`src/rtl/bin_erode_bbox_pkg.sv`:
```
// Shared constants and FSM state type for the erosion / bounding-box block.
// Latency: n/a (declarations only).
// Backpressure: n/a (declarations only).
package bin_erode_bbox_pkg;

    localparam int COORD_W = 11;
    localparam int CNT_W   = 21;
    localparam logic [CNT_W-1:0] CNT_MAX = {CNT_W{1'b1}};

    typedef enum logic [1:0] {
        IDLE   = 2'd0,
        ACTIVE = 2'd1,
        REPORT = 2'd2
    } bbox_state_t;

endpackage

```
`src/rtl/bin_erode_bbox_accum.sv`:
```
// Per-frame bounding box / pixel count accumulator with a report register set.
// Latency: accumulators registered; report lands 1 clk after frame_end is seen.
// Backpressure: none, consumes one pixel per clk unconditionally.
// Ports: x/y/pix_vld = current pixel; frame_start/frame_end = vsync edges;
//        box_* = report registers, box_valid pulses when they are loaded.
// Optional feature: BBOX_MIN_AREA_EN gates box_found on count >= MIN_AREA.
module bbox_accum
    import bin_erode_bbox_pkg::*;
#(
    parameter logic [CNT_W-1:0] MIN_AREA = 21'd16
) (
    input  logic               clk,
    input  logic               rst_n,
    input  logic [COORD_W-1:0] x,
    input  logic [COORD_W-1:0] y,
    input  logic               pix_vld,
    input  logic               frame_start,
    input  logic               frame_end,
    output logic               box_valid,
    output logic               box_found,
    output logic [COORD_W-1:0] box_xmin,
    output logic [COORD_W-1:0] box_xmax,
    output logic [COORD_W-1:0] box_ymin,
    output logic [COORD_W-1:0] box_ymax,
    output logic [CNT_W-1:0]   box_pix_cnt
);

    bbox_state_t state, state_nxt;
    logic acc_clr, acc_en, rpt_load;

    logic [COORD_W-1:0] acc_xmin, acc_xmax, acc_ymin, acc_ymax;
    logic [CNT_W-1:0]   acc_cnt;
    logic               found_w;

    always_ff @(posedge clk or negedge rst_n) begin
        if (!rst_n) state <= IDLE;
        else        state <= state_nxt;
    end

    always_comb begin
        state_nxt = state;
        acc_clr   = 1'b0;
        acc_en    = 1'b0;
        rpt_load  = 1'b0;
        case (state)
            IDLE: begin
                if (frame_start) begin
                    acc_clr   = 1'b1;
                    state_nxt = ACTIVE;
                end
            end
            ACTIVE: begin
                acc_en = pix_vld;
                if (frame_start) begin
                    // rise without a preceding fall: drop the partial frame
                    acc_clr = 1'b1;
                    acc_en  = 1'b0;
                end else if (frame_end) begin
                    rpt_load  = 1'b1;
                    state_nxt = REPORT;
                end
            end
            REPORT: begin
                state_nxt = IDLE;
                if (frame_start) begin
                    acc_clr   = 1'b1;
                    state_nxt = ACTIVE;
                end
            end
            default: state_nxt = IDLE;
        endcase
    end

    // min registers start at all-ones so the first pixel always wins
    always_ff @(posedge clk or negedge rst_n) begin
        if (!rst_n) begin
            acc_xmin <= '1;
            acc_xmax <= '0;
            acc_ymin <= '1;
            acc_ymax <= '0;
            acc_cnt  <= '0;
        end else if (acc_clr) begin
            acc_xmin <= '1;
            acc_xmax <= '0;
            acc_ymin <= '1;
            acc_ymax <= '0;
            acc_cnt  <= '0;
        end else if (acc_en) begin
            if (x < acc_xmin) acc_xmin <= x;
            if (x > acc_xmax) acc_xmax <= x;
            if (y < acc_ymin) acc_ymin <= y;
            if (y > acc_ymax) acc_ymax <= y;
            if (acc_cnt != CNT_MAX) acc_cnt <= acc_cnt + 1'b1;
        end
    end

`ifdef BBOX_MIN_AREA_EN
    assign found_w = (acc_cnt >= MIN_AREA);
`else
    assign found_w = (acc_cnt != '0);
`endif

    // report registers load on the edge entering REPORT, so box_valid and
    // the new values appear in the same cycle
    always_ff @(posedge clk or negedge rst_n) begin
        if (!rst_n) begin
            box_valid   <= 1'b0;
            box_found   <= 1'b0;
            box_xmin    <= '0;
            box_xmax    <= '0;
            box_ymin    <= '0;
            box_ymax    <= '0;
            box_pix_cnt <= '0;
        end else begin
            box_valid <= rpt_load;
            if (rpt_load) begin
                box_found   <= found_w;
                box_xmin    <= found_w ? acc_xmin : '0;
                box_xmax    <= found_w ? acc_xmax : '0;
                box_ymin    <= found_w ? acc_ymin : '0;
                box_ymax    <= found_w ? acc_ymax : '0;
                box_pix_cnt <= acc_cnt;
            end
        end
    end

endmodule

```
`src/rtl/bin_erode_bbox.sv`:
```
// Binary 3x3 erosion with border-aware taps plus per-frame target bounding box.
// Latency: video path 1 clk; box_valid 2 clk after matrix_img_vsync falls.
// Backpressure: none, streaming one pixel per clk.
// Ports: matrix_* = 3x3 window, edge flags and sync from the matrix generator;
//        post_img_* = eroded stream; box_* = once-per-frame target report.
// Optional feature: BBOX_MIN_AREA_EN (see bbox_accum).
module bin_erode_bbox
    import bin_erode_bbox_pkg::*;
#(
    parameter logic [COORD_W-1:0] IMG_HDISP = 11'd640,
    parameter logic [COORD_W-1:0] IMG_VDISP = 11'd480,
    parameter logic [CNT_W-1:0]   MIN_AREA  = 21'd16
) (
    input  logic               clk,
    input  logic               rst_n,
    input  logic               matrix_img_vsync,
    input  logic               matrix_img_href,
    input  logic               matrix_top_edge_flag,
    input  logic               matrix_bottom_edge_flag,
    input  logic               matrix_left_edge_flag,
    input  logic               matrix_right_edge_flag,
    input  logic               matrix_p11,
    input  logic               matrix_p12,
    input  logic               matrix_p13,
    input  logic               matrix_p21,
    input  logic               matrix_p22,
    input  logic               matrix_p23,
    input  logic               matrix_p31,
    input  logic               matrix_p32,
    input  logic               matrix_p33,
    output logic               post_img_vsync,
    output logic               post_img_href,
    output logic               post_img_bit,
    output logic               box_valid,
    output logic               box_found,
    output logic [COORD_W-1:0] box_xmin,
    output logic [COORD_W-1:0] box_xmax,
    output logic [COORD_W-1:0] box_ymin,
    output logic [COORD_W-1:0] box_ymax,
    output logic [CNT_W-1:0]   box_pix_cnt
);

    logic top, bot, lft, rgt;
    logic erode_bit;

    assign top = matrix_top_edge_flag;
    assign bot = matrix_bottom_edge_flag;
    assign lft = matrix_left_edge_flag;
    assign rgt = matrix_right_edge_flag;

    // taps falling outside the image read as foreground
    assign erode_bit = matrix_img_href
                     & (matrix_p11 | top | lft) & (matrix_p12 | top) & (matrix_p13 | top | rgt)
                     & (matrix_p21 | lft)       &  matrix_p22        & (matrix_p23 | rgt)
                     & (matrix_p31 | bot | lft) & (matrix_p32 | bot) & (matrix_p33 | bot | rgt);

    always_ff @(posedge clk or negedge rst_n) begin
        if (!rst_n) begin
            post_img_vsync <= 1'b0;
            post_img_href  <= 1'b0;
            post_img_bit   <= 1'b0;
        end else begin
            post_img_vsync <= matrix_img_vsync;
            post_img_href  <= matrix_img_href;
            post_img_bit   <= erode_bit;
        end
    end

    logic vs_d, hs_d, armed;
    logic frame_start, frame_end;
    logic [COORD_W-1:0] x_cnt, y_cnt;

    // armed only after vsync has been seen low since reset, so a reset
    // released mid-frame cannot start accumulating a partial frame
    always_ff @(posedge clk or negedge rst_n) begin
        if (!rst_n) begin
            vs_d  <= 1'b0;
            hs_d  <= 1'b0;
            armed <= 1'b0;
        end else begin
            vs_d  <= post_img_vsync;
            hs_d  <= post_img_href;
            armed <= armed | ~matrix_img_vsync;
        end
    end

    assign frame_start = armed & post_img_vsync & ~vs_d;
    assign frame_end   = ~post_img_vsync & vs_d;

    // x/y hold the coordinate of the pixel currently on post_img_*;
    // both stop at the frame size so a malformed stream cannot wrap them
    always_ff @(posedge clk or negedge rst_n) begin
        if (!rst_n) begin
            x_cnt <= '0;
            y_cnt <= '0;
        end else begin
            if (!post_img_href)          x_cnt <= '0;
            else if (x_cnt != IMG_HDISP) x_cnt <= x_cnt + 1'b1;

            if (!post_img_vsync)
                y_cnt <= '0;
            else if (hs_d && !post_img_href && y_cnt != IMG_VDISP)
                y_cnt <= y_cnt + 1'b1;
        end
    end

    bbox_accum #(
        .MIN_AREA(MIN_AREA)
    ) u_accum (
        .clk        (clk),
        .rst_n      (rst_n),
        .x          (x_cnt),
        .y          (y_cnt),
        .pix_vld    (post_img_bit),
        .frame_start(frame_start),
        .frame_end  (frame_end),
        .box_valid  (box_valid),
        .box_found  (box_found),
        .box_xmin   (box_xmin),
        .box_xmax   (box_xmax),
        .box_ymin   (box_ymin),
        .box_ymax   (box_ymax),
        .box_pix_cnt(box_pix_cnt)
    );

endmodule
```
`config.mk`:
```
export PLATFORM = sky130hd
export DESIGN_NAME = bin_erode_bbox
export DESIGN_NICKNAME = d
export VERILOG_FILES = /design/src/rtl/bin_erode_bbox_pkg.sv /design/src/rtl/bin_erode_bbox_accum.sv /design/src/rtl/bin_erode_bbox.sv
export SDC_FILE = /design/constraint.sdc
export NUM_CORES = 1
export LEC_CHECK = 0
export BUFFER_PORTS_ARGS = -buffer_cell sky130_fd_sc_hd__buf_2
export CORE_UTILIZATION = 40
export CTS_CLUSTER_SIZE = 40
export DETAILED_ROUTE_END_ITERATION = 10
export PLACE_DENSITY_LB_ADDON = 0.1
export SLEW_MARGIN = 20
export SYNTH_ARGS = -nofsm -noshare
export SYNTH_HDL_FRONTEND = slang
export SYNTH_SLANG_ARGS = --single-unit
```
`constraint.sdc`:
```
create_clock -name clk -period 6.8 [get_ports clk]
set_clock_uncertainty 0.1 [all_clocks]
set_input_delay 1.02 -clock clk [delete_from_list [all_inputs] [get_ports clk]]
set_output_delay 1.02 -clock clk [all_outputs]
set_load 0.005 [all_outputs]
```
* Word level (Yosys, flattened, before mapping) *
Index checks and enable logic that the tools add are counted.

word-level totals
  register bits = 162
  input bits = 17
  output and inout bits = 70
  logic and storage cells = 119

operators by class
  add/subtract/negate cells = 3
  $lt $le $gt $ge = 4
  equal/unequal tests = 10
  muxes and demuxes = 35
  bitwise operators = 28
  reductions and logical operators = 18

operators by type and width
  cell                                                                        count
  11-bit two-way mux                                                          20
  21-bit two-way mux                                                          3
  11-bit by 1-bit adder with 11-bit output (second input constant)            2
  11-bit greater-than comparator                                              2
  11-bit less-than comparator                                                 2
  21-bit by 1-bit adder with 21-bit output (second input constant)            1
  21-bit inequality test (second input constant)                              1
  21-bit nonzero test                                                         1
  1-bit OR                                                                    13
  1-bit bitwise AND                                                           12
  2-bit nonzero test                                                          6
  11-bit by 10-bit inequality test with 1-bit output (second input constant)  1
  11-bit by 9-bit inequality test with 1-bit output (second input constant)   1
  2-bit AND reduction                                                         5
  1-bit two-way mux                                                           8
  2-bit two-way mux                                                           3
  2-bit inequality test (second input constant)                               3
  2-bit one-hot mux with 3 select lines                                       1
  2-bit by 1-bit inequality test with 1-bit output (second input constant)    2
  1-bit NOT                                                                   3
  3-bit AND reduction                                                         1
  3-bit OR reduction                                                          1
  2-bit by 1-bit == test with 1-bit output (second input constant)            1
  2-bit == test (second input constant)                                       1
  3 further kinds                                                             4

* Longest topological paths before layout *
Gate-level depths: netlist of run 1.

  depth after elaboration = 11
  mapped depth = 9
  depth with buffers taken out = 8

* Modules after synthesis *
Synthesis of run 1 repeated with hierarchy kept, for this count alone.

second synthesis, totals
  cell total of the unflattened synthesis = 773
  area, all modules = 8095.3 µm²

by module, submodules not included
  module          times used  cells an instance  area each (µm²)  seq. area each (µm²)
  bbox_accum      1           622                6628.9           3380.7
  bin_erode_bbox  1           151                1466.4           700.7

* Least setup slack after synthesis of run 1 *
Ideal clock, no wire load.

  path kind = reg2reg
  from = reg u_accum.acc_ymin[8]
  to = reg u_accum.acc_ymin[2]
  library setup time = 82 ps
  data arrival time = 2054 ps
  required time = 6618 ps
  path slack = 4564 ps
  stages on the path, launching flop included = 9
  buffers on the path = 1
  period minus slack after synthesis = 2236 ps
  cells stage by stage = dfstp_2 inv_1 ha_1 a21oi_1 o21ai_0 or3_1 or2_1 buf_2 a211o_1

on the way
  cells in the longest elaborated chain, start to end = 3

ends and longest elaborated chain
  element                        line                        source
  start: declaration             bin_erode_bbox_accum.sv:31  logic [COORD_W-1:0] acc_xmin, acc_xmax, acc_ymin, acc_ymax;
  start signal: assignment       bin_erode_bbox_accum.sv:91  if (y < acc_ymin) acc_ymin <= y;
  11-bit less-than comparator    bin_erode_bbox_accum.sv:91
  2-bit nonzero test (no line)   --
  2-bit AND reduction (no line)  --

Every way passes these cells.
A chain may end at the register's enable or synchronous reset.

* Final worst setup path of run 1 *
  from = reg post_img_vsync
  to = reg u_accum.box_pix_cnt[3]

on the way
  cells in the longest elaborated chain, start to end = 5
  elaborated cells between the ends (all ways) = 7
  those cells by class = 3 x mux; 4 x bitwise

ends and longest elaborated chain
  element                   line                         source
  start: declaration        bin_erode_bbox.sv:31         output logic post_img_vsync,
  start signal: assignment  bin_erode_bbox.sv:63         post_img_vsync <= matrix_img_vsync;
  1-bit NOT                 bin_erode_bbox.sv:88         assign frame_end = ~post_img_vsync & vs_d;
  1-bit bitwise AND         bin_erode_bbox.sv:88
  1-bit two-way mux         bin_erode_bbox_accum.sv:58   end else if (frame_end) begin
  1-bit two-way mux *       bin_erode_bbox_accum.sv:54   if (frame_start) begin
  1-bit two-way mux *       bin_erode_bbox_accum.sv:45   case (state)
  end signal: assignment    bin_erode_bbox_accum.sv:122  box_pix_cnt <= acc_cnt;
  end: declaration          bin_erode_bbox_accum.sv:25   output logic [CNT_W-1:0] box_pix_cnt

Every way passes the cells marked *; elsewhere a longest branch is shown, timed or not.

==> results by group, run 1 <==
GRT
  – First-pass GRT wire length: slightly below 30 mm
  – Number of global-route vias before repair: between 5,000 and 6,000
  – GRT Total Usage: 18.5%
  – Initial antenna violation count: 0
  – Largest net degree at the start of global routing: 105
  – Grt ovf: 0

Route
  – DRC errors left: 0
  – Vias per inst: 5.20
  – Via count: 5,686
  – Routed wire length: between 15 and 20 mm
  – Routed length per instance: 16.0 um
  – Detailed Route Iter0 Violations: 309
  – TritonRoute pass-1 iters: 5
  – Post-DRT Antenna Nets: 0

Power
  – Peak VDD IR: approximately 0.00018 V
  – Static leakage: 4.69 nW
  – PwrDens: 240 nW/um^2

Clock tree
  – CTS tree: done
  – Post-CTS setup buffer count: 0
  – H-Tree Depth: 4
  – Clock buffer depth: 2
  – Clock root buffer: clkbuf_16
  – TritonCTS Buffers: 17
  – Clock slew at reported path FFs: about 0.060 ns
  – Insertion delay to the later sink of the worst-skew pair: 0.43 ns
  – Post-cts resize count: 0
  – Cts hold-fix bufs: 0
  – Clk sink count: around 160

Placement
  – Hpwl dp: around 12 mm
  – Placed cells: ~1,100
  – Buffers added on ports: 86
  – Routability congestion estimate: between 0.8 and 0.9

STA
  – Final setup violation count: 0
  – Least-Margin Pin Slew: between 0.9 and 1 ns
  – Final Hold Fails: 0
  – Setup TNS: 0 ns
  – Worst rel slew slack: 35.3%
  – Max-slew violation count: 0
  – Period utilisation layout: about two fifths
  – Fin crit period: 2.68 ns
  – RSZ-0062 raised after global routing: no
  – Max Freq: about 370 MHz

Synth
  – Yosys synthesis warning count: 0
  – Ys async rst share: 100%
  – Synth cell types: 46
  – Cell Area, Synth: a little under 8000 sq um
  – Register area share after synthesis: 52.6%
  – Post-Syn Instances: roughly 740
  – Top_reg_cell synth: dfrtp_1
  – Post-synthesis net count: 804
  – Syn_area_per_cell: around 11 sq um
  – EDFF count, synth: 0
  – #FFs+latches synth: 162

Setup path
  – CP Launch Type: register
  – Most frequent CP cell: nand2_1
  – Slowest stage cell, crit path: buf_4
  – Crit end category: register
  – Crit path DAT: 2.89 ns
  – R2R cell count: 6
  – Worst Setup EP: u_accum.box_pix_cnt[3]
  – Worst Setup SP: post_img_vsync
  – Reg-to-Reg Start: post_img_vsync
  – WS Path Type: register to register
  – CP required: 7.01 ns
  – Crit-path cells: nor2b_1, nand2_2, buf_4, clkinv_1, nand2_1, nand2_1
  – CP max stage delay: roughly 0.65 ns
  – Worst reg-to-reg setup slack: 4.12 ns
  – RR Endpoint: u_accum.box_pix_cnt[3]
  – Critical-path maximum fanout: 71

Layout
  – ANT cells: 0
  – Cell Count, Final, Fillers Out: 1,093
  – Fill cell count: 1,785
  – Nets@finish: 885
  – Ratio of cells with drive above 1 in the final layout: between 20% and 30%
  – Synth-to-layout area growth: 16.9%
  – Most frequent cells in the layout: dfrtp_1 (140), nand2_1 (98), buf_2 (85)
  – Commonest non-fill, non-tap cell in the layout: dfrtp_1

Die
  – Die Ht: 141 um
  – Ports: 87
  – Die Width: 141 um
  – Total core area: between 15,000 and 20,000 sq um
  – Initial Util: approximately two fifths
  – Die ar.: 20,000 sq um
  – Row count: 50

Status
  – Status: completed

Hold path
  – Worst hold path type: register to register

Job
  – Max cap viols: 0
-- metal layers --
layer	up-vias	wire [um]	GRT usage, %
li1	2767	-	-
met1	2805	8540	25.2
met2	98	8040	29.4
met3	16	603	3.58
met4	0	273	6.75
met5	-	0	0
-- sequential cells by signal (all words and copies together), names as in the netlist --
| name | flops |
|---|---|
| armed | 1 |
| hs_d | 1 |
| post_img_bit | 1 |
| post_img_href | 1 |
| post_img_vsync | 1 |
| u_accum.acc_cnt | 21 |
| u_accum.acc_xmax | 11 |
| u_accum.acc_xmin | 11 |
| u_accum.acc_ymax | 11 |
| u_accum.acc_ymin | 11 |
| u_accum.box_found | 1 |
| u_accum.box_pix_cnt | 21 |
| u_accum.box_valid | 1 |
| u_accum.box_xmax | 11 |
| u_accum.box_xmin | 11 |
| u_accum.box_ymax | 11 |
| u_accum.box_ymin | 11 |
| u_accum.state | 2 |
| vs_d | 1 |
| x_cnt | 11 |
| y_cnt | 11 |
-- synth_stat cells, types with 8 or more instances --
master    count  share of area (%)
o21ai_0      21                1.4
inv_1        53                2.6
a21oi_1      24                1.5
ha_1         48                7.7
nor3_1        8               0.52
and2_1       21                1.7
a211o_1      10                1.1
mux2i_1      17                2.2
nand2_1      99                4.8
and3_1       15                1.2
a22o_1       44                5.0
dfstp_2      22                7.4
xnor2_1      19                2.1
nor2_1       38                1.8
clkbuf_1     20               0.97
nand3_1      25                1.6
mux2_2       15                2.2
dfrtp_1     140                 45
nand4_1      17                1.4
buf_2         8               0.52
xor2_1        8               0.90
-- cells by family after synthesis --
kind of cell / synth area share [%]
mux: 4.37
fa+ha+maj: 7.73
flops: 52.6
compound gates: 11.8
xor+xnor: 3.05
buf+inv: 4.09
simple gates: 16.4
-- through the flow --
| step | cell area, sq um | setup slack [ns] | util [%] | total power [mW] | hold WS [ns] |
|---|---|---|---|---|---|
| final | 9080 | 4.12 | 48.0 | 2.18 | 0.367 |
| after detailed placement | 8470 | 4.03 | 44.8 | 1.22 | 0.354 |
| after CTS | 9080 | 4.02 | 48.0 | 2.21 | 0.371 |
| after global placement | 8460 | 4.10 | 44.8 | 1.21 | 0.353 |
| after global routing | 9080 | 3.77 | 48.0 | 2.27 | 0.390 |
| after floorplan | 7760 | 4.56 | - | 1.13 | 0.317 |
-- how the worst min path moves through the flow --
stage / slack [ns] / end / cells past startpoint / from
floorplan: 0.32 / hs_d / 0 / post_img_href
global placement: 0.35 / u_accum.box_pix_cnt[9] / 2 / u_accum.box_pix_cnt[9]
detailed placement: 0.35 / armed / 1 / armed
CTS: 0.37 / armed / 1 / armed
global route: 0.39 / u_accum.box_pix_cnt[5] / 2 / u_accum.box_pix_cnt[5]
finish: 0.37 / u_accum.box_pix_cnt[10] / 2 / u_accum.box_pix_cnt[10]
-- worst max-delay path: cells and delay by family (launching register included) --
family	cells	cell delay, ns
buffers and inverters	2	1.29
flip-flops	1	0.61
AND/OR/NAND/NOR	4	0.56
-- cell type report --
type | instances | area, sq um | area share, %
well taps | 260 | 325 | 3.58
clock inverters | 15 | 184 | 2.03
flip-flops and latches | 162 | 4080 | 45.0
multi-input cells | 495 | 3390 | 37.4
clock buffers | 17 | 425 | 4.69
repair buffers | 90 | 467 | 5.14
inverters | 54 | 203 | 2.23
-- report_power, final --
part / internal, mW / switching [mW]
Clock: 0.581 / 0.404
Sequential: 1.01 / 0.0310
Combinational: 0.0637 / 0.0911
Power figures use the tool's default switching activity.
==> run 2: changes to the inputs <==
--- a/config.mk
+++ b/config.mk
@@ -5,6 +5,7 @@
 export SDC_FILE = /design/constraint.sdc
 export NUM_CORES = 1
 export LEC_CHECK = 0
+export ABC_AREA = 1
 export BUFFER_PORTS_ARGS = -buffer_cell sky130_fd_sc_hd__buf_2
 export CORE_UTILIZATION = 40
 export CTS_CLUSTER_SIZE = 40
==> constraint.sdc (replaced) <==
create_clock -name clk -period 2.3 [get_ports clk]
set_clock_uncertainty 0.1 [all_clocks]
set_input_delay 0.345 -clock clk [delete_from_list [all_inputs] [get_ports clk]]
set_output_delay 0.345 -clock clk [all_outputs]
set_load 0.005 [all_outputs]
==> run 2 against run 1 <==
Against the previous run:
- synthesized cell count grew 39%
- critical path type unchanged
- maximum frequency increased by 29%
- largest cell class unchanged
- global-route usage up 2.5 points
- first-iteration DRC count is 21% higher
- routed wire length up 21%
- critical endpoint is now u_accum.acc_ymax[4]
- sequential power increased to 3.0 times the previous value
- clock-buffer cell count increased by 4
==> results by group, run 2 <==
Clock tree
  – Clk sink count: 162
  – Post-cts resize count: 0
  – Clock root buffer: clkbuf_16
  – Clock slew at reported path FFs: around 0.060 ns
  – H-Tree Depth: 4
  – CTS tree: done
  – Clock buffer depth: 2
  – Insertion delay to the later sink of the worst-skew pair: ~0.43 ns
  – TritonCTS Buffers: 17

Synth
  – #FFs+latches synth: 162
  – Synth cell types: 39
  – Post-synth top area share: 41.7%
  – Ys async rst share: 100%
  – EDFF count, synth: 0
  – Commonest cells post-synth: nand2_1 (270), dfrtp_1 (140), nand3_1 (138), inv_1 (99), o21ai_0 (83)
  – Syn_area_per_cell: about 8.2 sq um
  – Top-count cell post-synth: nand2_1
  – Top_reg_cell synth: dfrtp_1
  – Post-Syn Instances: 1,028
  – Cell Area, Synth: roughly 8400 sq um
  – Register area share after synthesis: 48.6%
  – Yosys top cell by area: dfrtp_1
  – Synth area leaders: dfrtp_1 (42%), nand2_1 (12%), nand3_1 (8.2%), ha_1 (7.1%), dfstp_2 (6.9%)
  – Yosys synthesis warning count: 0
  – Post-synthesis net count: around 1,100

STA
  – Worst rel slew slack: a little over half
  – Max Freq: 482 MHz
  – Setup TNS: 0 ns
  – Period utilisation layout: 90.2%
  – Least-Margin Pin Slew: 0.712 ns
  – Final setup violation count: 0
  – Fin crit period: between 2 and 2.5 ns
  – Setup ws final: 0.225 ns
  – RSZ-0062 raised after global routing: no
  – Final Hold Fails: 0
  – Max-slew violation count: 0

Setup path
  – Most frequent CP cell: nand2_1
  – CP Launch Type: register
  – Critical-path maximum fanout: 11
  – R2R cell count: 9
  – Crit end category: register
  – CP max stage delay: 0.51 ns
  – WS Path Type: register to register
  – Crit-path cells: ha_1, nand2_1, nor2_1, and2_1, nand2_1, nand3_1, nand2_1, nand3_1, nand2_1
  – Crit path DAT: 2.29 ns
  – CP required: 2.52 ns
  – Worst reg-to-reg setup slack: 0.23 ns
  – Slowest stage cell, crit path: dfrtp_1

Power
  – Sw frac: 24.8%
  – NetSw: 1.57 mW
  – Combinational Power Share: under 10%
  – Flop pwr share: 48.3%
  – Clock share of power: 43.4%
  – Peak VDD IR: about 0.00049 V
  – Static leakage: 5.21 nW
  – PwrDens: 644 nW/um^2
  – Int Pwr: 4.78 mW

Placement
  – Hpwl dp: 15.2 mm
  – Place WS: ~0.21 ns
  – Buffers added on ports: 86
  – Placed cell area: 9270 sq um
  – Routability congestion estimate: 0.870
  – Placed cells: ~1,400

Route
  – Routed wire length: between 20 and 25 mm
  – Routed length per instance: ~15 um
  – Via count: 6,973
  – TritonRoute pass-1 iters: 5
  – Vias per inst: 4.94
  – DRC errors left: 0
  – Post-DRT Antenna Nets: 0
  – Detailed Route Iter0 Violations: 375

Layout
  – Final instance area: 9860 sq um
  – Largest registers: u_accum.acc_cnt x21, u_accum.box_pix_cnt x21
  – Nets@finish: ~1,200
  – Commonest non-fill, non-tap cell in the layout: nand2_1
  – Most frequent cells in the layout: nand2_1 (269), dfrtp_1 (140), nand3_1 (138)
  – Fill cell count: around 2,100
  – Cell Count, Final, Fillers Out: 1,411
  – Storage cell area: 4080 sq um
  – Ratio of cells with drive above 1 in the final layout: between 10% and 20%
  – Final design utilization: 48.3%
  – Synth-to-layout area growth: 17.3%
  – ANT cells: 0
  – Multi-input gate area: between 3000 and 4000 sq um

Die
  – Die Ht: about 150 um
  – Ports: 87
  – Die Width: between 100 and 150 um
  – Row count: 52
  – Initial Util: between 40% and 50%
  – Die ar.: 21,600 sq um
  – Total core area: 20,400 sq um

GRT
  – First-pass GRT wire length: 35.6 mm
  – Largest net degree at the start of global routing: 75
  – Number of global-route vias before repair: 6,834
  – Grt ovf: 0
  – Initial antenna violation count: 0
  – GRT Total Usage: between 20% and 30%

Hold path
  – Hold Path Depth: 3
  – Worst hold path type: input pin to register

Job
  – Max cap viols: 0

Status
  – Status: completed
## run 2: cell count changes after synthesis, sizes merged, moves of 7 or more
cell | previous run | this run
nand2 | 99 | 273
nand3 | 26 | 142
o21ai | 22 | 94
inv | 53 | 106
a22o | 44 | 0
nor2 | 38 | 76
xnor2 | 19 | 0
mux2i | 17 | 0
and2 | 21 | 5
buf | 8 | 24
and3 | 15 | 0
mux2 | 15 | 0
a211o | 10 | 0
or3 | 7 | 0
## run 2: power groups by stage
stage | sequential [mW] | clock (mW) | combinational [mW]
5_1_grt | 3.08 | 2.95 | 0.609
4_1_cts | 3.07 | 2.83 | 0.543
3_5_place_dp | 3.11 | 0 | 0.535
3_3_place_gp | 3.12 | 0 | 0.534
6_report | 3.07 | 2.76 | 0.526
2_1_floorplan | 3.10 | 0 | 0.270
## run 2: final timing paths
| check | from | end |
|---|---|---|
| max in group asynchronous | rst_n | u_accum.acc_ymin[2] |
| worst max-delay path | y_cnt[4] | u_accum.acc_ymax[4] |
| worst min register to register | u_accum.box_ymax[8] | u_accum.box_ymax[8] |
| min in group asynchronous | rst_n | u_accum.box_pix_cnt[7] |
| worst min-delay path | matrix_p22 | post_img_bit |
| worst max register to register | y_cnt[4] | u_accum.acc_ymax[4] |
## run 2: per-layer routing
layer  wire length (um)  vias up  global-route usage, %
met5                  0        -                      0
met4                435        0                   7.32
met3                815       26                   3.63
met2               9340      136                   32.7
met1              10500     3248                   29.4
li1                   -     3563                      -
## run 2: area by class of cell
type	instances	area share, %
flip-flops and latches	162	41.4
multi-input cells	719	37.8
repair buffers	122	7.63
clock buffers	21	4.57
inverters	106	4.04
well taps	270	3.43
clock inverters	11	1.15
## run 2: logic make-up after synthesis
kind of cell / Yosys count / share of synthesized area [%]
buffers and inverters: 147 / 7.13
adders and majority gates: 48 / 7.15
AOI/OAI and AO/OA: 125 / 8.04
DFF: 162 / 48.6
xor gates and xnor gates: 11 / 1.15
and+or+nand+nor: 535 / 28.0
## run 2: critical path, delay by kind of cell, from the launching register on
kind | cells | cell delay, ns
simple gates | 8 | 0.99
flops | 1 | 0.51
fa+ha+maj | 1 | 0.36
## run 2: repair_timing
item / CTS / global route
endpoints found under the hold margin: 52 / 0
setup buffers: 0 / 0
hold buffers: 3 / 0
## run 2: through the flow
step,hold WS [ns],total power [mW]
final,0.0800,6.35
after global routing,0.0707,6.63
after CTS,0.0685,6.44
after detailed placement,0.245,3.65
after global placement,0.241,3.65
after floorplan,-0.0506,3.37
